[src/rtl/game_pkg.sv]
// Shared game-level constants: the game_state encoding seen by the display and
// renderers, the sequencer's internal state set, and the BCD score width.
package game_pkg;

    localparam logic [1:0] GAME_INITIAL = 2'd0;
    localparam logic [1:0] GAME_PLAYING = 2'd1;
    localparam logic [1:0] GAME_OVER    = 2'd2;

    localparam int BCD_W = 16;

    typedef enum logic [2:0] {
        S_INIT,
        S_PLAY,
        S_LOCK,
        S_OVER,
        S_RESTART
    } fsm_state_t;

endpackage

[src/rtl/bcd_counter4.sv]
// Four-digit BCD up-counter that saturates at 9999, with a synchronous clear and
// a flag that marks an increment rolling x99 over to (x+1)00.
module bcd_counter4
    import game_pkg::*;
(
    input  logic             clk,
    input  logic             rst,
    input  logic             clr,
    input  logic             en,
    output logic [BCD_W-1:0] count,
    output logic             hund_carry
);

    logic [BCD_W-1:0] count_inc;
    logic             carry;
    logic             sat;

    always_comb begin
        count_inc = count;
        carry     = 1'b1;
        for (int unsigned i = 0; i < 4; i++) begin
            if (carry) begin
                if (count[4*i +: 4] == 4'd9) begin
                    count_inc[4*i +: 4] = 4'd0;
                end else begin
                    count_inc[4*i +: 4] = count[4*i +: 4] + 4'd1;
                    carry               = 1'b0;
                end
            end
        end
    end

    assign sat        = (count == {4{4'd9}});
    assign hund_carry = en && !clr && !sat && (count[7:0] == 8'h99);

    always_ff @(posedge clk) begin
        if (rst || clr) begin
            count <= '0;
        end else if (en && !sat) begin
            count <= count_inc;
        end
    end

endmodule

[src/rtl/game_flow_ctrl.sv]
// Central game sequencer: button conditioning, run/lockout/restart FSM, score,
// high score and scroll-speed bookkeeping, all paced by the 100 Hz game tick.
module game_flow_ctrl
    import game_pkg::*;
#(
    parameter int SPEED_INIT    = 3,
    parameter int SPEED_MAX     = 8,
    parameter int SCORE_DIV     = 10,
    parameter int LOCKOUT_TICKS = 50
) (
    input  logic             clk,
    input  logic             rst,
    input  logic             tick_100Hz,
    input  logic             btn_raw,
    input  logic             collision,
    output logic [1:0]       game_state,
    output logic [BCD_W-1:0] score,
    output logic [BCD_W-1:0] high_score,
    output logic [3:0]       speed,
    output logic             btn_press
);

    localparam int DIV_W  = (SCORE_DIV > 1) ? $clog2(SCORE_DIV) : 1;
    localparam int LOCK_W = (LOCKOUT_TICKS > 1) ? $clog2(LOCKOUT_TICKS) : 1;

    localparam logic [DIV_W-1:0]  DIV_LAST   = DIV_W'(SCORE_DIV - 1);
    localparam logic [LOCK_W-1:0] LOCK_LAST  = LOCK_W'(LOCKOUT_TICKS - 1);
    localparam logic [3:0]        SPEED_RST  = 4'(SPEED_INIT);
    localparam logic [3:0]        SPEED_TOP  = 4'(SPEED_MAX);

    fsm_state_t        state;
    logic              btn_sync1;
    logic              btn_sync2;
    logic              btn_prev;
    logic [DIV_W-1:0]  div_cnt;
    logic [LOCK_W-1:0] lock_cnt;
    logic              score_en;
    logic              score_clr;
    logic              hund_carry;

    always_ff @(posedge clk) begin
        if (rst) begin
            btn_sync1 <= 1'b0;
            btn_sync2 <= 1'b0;
            btn_prev  <= 1'b0;
            btn_press <= 1'b0;
        end else begin
            btn_sync1 <= btn_raw;
            btn_sync2 <= btn_sync1;
            btn_prev  <= btn_sync2;
            btn_press <= btn_sync2 && !btn_prev;
        end
    end

    // A colliding clk never scores, so the high-score compare sees the frozen value.
    assign score_en  = (state == S_PLAY) && tick_100Hz && !collision && (div_cnt == DIV_LAST);
    assign score_clr = ((state == S_INIT) && btn_press) || ((state == S_RESTART) && tick_100Hz);

    bcd_counter4 u_score (
        .clk        (clk),
        .rst        (rst),
        .clr        (score_clr),
        .en         (score_en),
        .count      (score),
        .hund_carry (hund_carry)
    );

    always_ff @(posedge clk) begin
        if (rst) begin
            state      <= S_INIT;
            game_state <= GAME_INITIAL;
            high_score <= '0;
            speed      <= SPEED_RST;
            div_cnt    <= '0;
            lock_cnt   <= '0;
        end else begin
            case (state)
                S_INIT: begin
                    if (btn_press) begin
                        state      <= S_PLAY;
                        game_state <= GAME_PLAYING;
                        speed      <= SPEED_RST;
                        div_cnt    <= '0;
                    end
                end
                S_PLAY: begin
                    if (collision) begin
                        state      <= S_LOCK;
                        game_state <= GAME_OVER;
                        lock_cnt   <= '0;
                        if (score > high_score) begin
                            high_score <= score;
                        end
                    end else begin
                        if (tick_100Hz) begin
                            div_cnt <= (div_cnt == DIV_LAST) ? '0 : div_cnt + 1'b1;
                        end
                        if (hund_carry && speed < SPEED_TOP) begin
                            speed <= speed + 4'd1;
                        end
                    end
                end
                S_LOCK: begin
                    if (tick_100Hz) begin
                        if (lock_cnt == LOCK_LAST) begin
                            state <= S_OVER;
                        end else begin
                            lock_cnt <= lock_cnt + 1'b1;
                        end
                    end
                end
                S_OVER: begin
                    if (btn_press) begin
                        state      <= S_RESTART;
                        game_state <= GAME_INITIAL;
                    end
                end
                S_RESTART: begin
                    // Held INITIAL until a tick so the display sees it at least once.
                    if (tick_100Hz) begin
                        state      <= S_PLAY;
                        game_state <= GAME_PLAYING;
                        speed      <= SPEED_RST;
                        div_cnt    <= '0;
                    end
                end
                default: begin
                    state      <= S_INIT;
                    game_state <= GAME_INITIAL;
                end
            endcase
        end
    end

endmodule

[config.mk]
export PLATFORM = sky130hd
export DESIGN_NAME = game_flow_ctrl
export DESIGN_NICKNAME = d
export VERILOG_FILES = /design/src/rtl/game_pkg.sv /design/src/rtl/bcd_counter4.sv /design/src/rtl/game_flow_ctrl.sv
export SDC_FILE = /design/constraint.sdc
export NUM_CORES = 1
export LEC_CHECK = 0
export BUFFER_PORTS_ARGS = -buffer_cell sky130_fd_sc_hd__buf_2
export CAP_MARGIN = 0
export CORE_MARGIN = 2
export CORE_UTILIZATION = 25
export CTS_CLUSTER_SIZE = 25
export DETAILED_ROUTE_END_ITERATION = 8
export SKIP_LAST_GASP = 1
export SYNTH_ARGS = -nofsm -noshare
export SYNTH_HDL_FRONTEND = slang
export SYNTH_SLANG_ARGS = --single-unit
[constraint.sdc]
create_clock -name clk -period 6.1 [get_ports clk]
set_input_delay 0.915 -clock clk [delete_from_list [all_inputs] [get_ports clk]]
set_output_delay 0.915 -clock clk [all_outputs]
set_load 0.02 [all_outputs]
==> flow_summary.json <==
{
  "ys_seq_area_share_pct": 35.1,
  "path_max_fanout": 14,
  "critical-path-top-delay-family": "simple AND/OR/NAND/NOR gates",
  "grt_pass1_vias": 2398,
  "coreArea_mm2": 0.0121,
  "htree_levels": 2,
  "status": "complete, no violations",
  "post_cts_buffers": 0,
  "period_share_pct": 41.8,
  "cts_tree": "built",
  "ys_seq_elements": 55,
  "die_w_um": 116,
  "slew_headroom_pct": 53.7,
  "worst_hold_path_type": "register to register",
  "rsz0062_at_grt": "false",
  "fmax_mhz": 392,
  "io_pins": 44,
  "worst_pin_slew_ps": 694,
  "netlist_area_mm2": 0.00313,
  "crit_path_top_delay_cell": "dfxtp_1",
  "fp.dieArea_mm2": 0.0134,
  "wirelength_mm": 7.01,
  "max_cap_violations": 0,
  "clkLatencyLatePin_ps": 290,
  "finClkSkew_ps": 6.33,
  "clk_path_buf_depth": 2,
  "finalCriticalPeriod_ps": 2550,
  "power_leakage_uw": 0.00133,
  "grt_max_degree": 49,
  "hold_buffers": 0,
  "ys.warnings.count": 0,
  "hpwl_mm": 5.33,
  "holdWs_ps": 384,
  "synthCells": 358,
  "track_usage_pct": 10.9,
  "routedWlPerCell_um": 12.5,
  "area_delta_synth_final_pct": 16.2,
  "start_util_pct": 25.9,
  "cts_resized": 0,
  "finalSetupViolCount": 0,
  "layout_commonest_cell": "dfxtp_1",
  "critPathCaptureType": "register",
  "synth_ff_type": "dfxtp_1",
  "antenna_found_initial": 0,
  "io_buffers": 43,
  "drive_gt1_share_pct": 16.3,
  "synth_nets": 384,
  "numCtsBuffers": 5,
  "synth_enable_flop_cells": 0,
  "setup_tns_ps": 0,
  "routed_via_density": 4.68,
  "num_rows": 40,
  "final_util_pct": 30.1,
  "finalMaxSlewViolations": 0,
  "ir_drop_uv": 107,
  "dieHeight_um": 116,
  "grt_remaining_overflow": 0,
  "cp_data_required_time_ps": 6320,
  "path_cells": "inv_1 > nor3_1 > nand3_1 > a31oi_2 > buf_4 > mux2i_1",
  "drt_first_pass_iters": 4,
  "routed-via-count": 2619,
  "grt_pass1_wl_mm": 11.7,
  "critical_path_buf_inv_count": 2,
  "final_cell_mix": "dfxtp_1 (55), buf_2 (43), nand2b_1 (37)",
  "cts-root-buf": "clkbuf_16",
  "clock-sinks": 55,
  "yosysUniqueCellTypes": 56,
  "gp_congestion": 0.750,
  "diodes": 0,
  "clk_pin_slew_ps": 70,
  "layout.nets": 417,
  "final_hold_viol_count": 0,
  "cp.arrival_ps": 2770,
  "avgSynthCellArea_um2": 8.75,
  "first_iter_violations": 117,
  "powerDensity_mw_per_mm2": 193,
  "drcViolationCount": 0,
  "start_kind": "register",
  "crit_type": "register to register",
  "antenna_left": 0,
  "cpPeakStageDelay_ps": 560,
  "async_flop_share_pct": 0
}
worst register-to-register path: stages, from the launching register on:
cell     delay [ps]
dfxtp_1         560
inv_1           190
nor3_1          560
nand3_1         210
a31oi_2         420
buf_4           320
mux2i_1         220
state kept, by name (all words and copies together) (netlist names):
register	cells
speed	4
state	3
game_state	2
btn_prev	1
div_cnt	4
btn_press	1
btn_sync2	1
btn_sync1	1
u_score.count	16
lock_cnt	6
high_score	16
power breakdown:
group	leakage, µW	switching, µW	total, µW	internal (µW)
Combinational	0.000808	18.9	32.5	13.6
Clock	0.0000761	127	302	175
Sequential	0.000444	5.25	368	363
kinds of logic after synthesis:
group / Yosys count / synth area share, %
adder cells (fa/ha/maj): 21 / 8.39
buffers and inverters: 43 / 5.83
flip-flops: 55 / 35.1
AO/OA/AOI/OAI: 71 / 15.7
AND/OR/NAND/NOR: 138 / 25.8
XOR/XNOR: 11 / 3.08
multiplexers: 19 / 6.07
cell usage after synthesis (2+ instances only):
library cell / number / area [µm²]
a21o_1: 2 / 15.0
ha_1: 21 / 263
buf_2: 2 / 10.0
nor2b_1: 8 / 50.1
or4_1: 3 / 22.5
or2_2: 2 / 12.5
xnor2_1: 8 / 70.1
a211o_1: 2 / 17.5
xor2_1: 3 / 26.3
mux2i_1: 19 / 190
nand3b_1: 2 / 15.0
a21oi_1: 23 / 115
nor2_1: 25 / 93.8
nor3_1: 7 / 35.0
o211ai_1: 2 / 15.0
a31o_2: 2 / 17.5
nand2_1: 13 / 48.8
o21ai_0: 12 / 60.1
dfxtp_1: 55 / 1100
nor3b_1: 3 / 22.5
and3_1: 2 / 12.5
o32ai_1: 2 / 17.5
nand4_1: 9 / 56.3
nand3_1: 6 / 30.0
nand2b_1: 37 / 231
inv_1: 24 / 90.1
o2111ai_1: 4 / 35.0
clkbuf_1: 14 / 52.6
or2b_1: 2 / 15.0
buf_6: 2 / 22.5
o21a_1: 2 / 15.0
a211oi_1: 8 / 60.1
nor4_1: 2 / 12.5
nand4b_1: 2 / 17.5
or3_1: 7 / 43.8
final timing paths:
check	from	endpoint	slack [ps]	cells after the start
setup / recovery	state[0]	high_score[1]	3550	6
setup reg to reg	state[0]	high_score[1]	3550	6
hold reg to reg	btn_prev	btn_press	380	1
hold / removal	btn_prev	btn_press	380	1
per-stage QoR:
stage | setup slack, ps | total power, µW | std cells | cell area [µm²]
2_1_floorplan | 3550 | 401 | 358 | 3130
3_3_place_gp | 3500 | 407 | 552 | 3480
3_5_place_dp | 3440 | 409 | 552 | 3480
4_1_cts | 3570 | 715 | 560 | 3640
5_1_grt | 3260 | 734 | 560 | 3640
6_report | 3550 | 702 | 560 | 3640
area by class of cell:
type                       instances  area (µm²)
fill                            1319        8470
sequential                        55        1100
clock inverter                     1        7.51
timing repair buffer              45         230
inverter                          24        90.1
tap                              168         210
multi-input combinational        260        1850
clock buffer                       7         153
layer usage:
metal	GRT usage, %	wire, µm	vias to the layer above
met3	3.03	395	5
met2	18.2	3360	43
met4	2.22	47	0
met1	14.0	3210	1234
met5	0	0	-
li1	-	-	1337
Power figures use the tool's default switching activity.
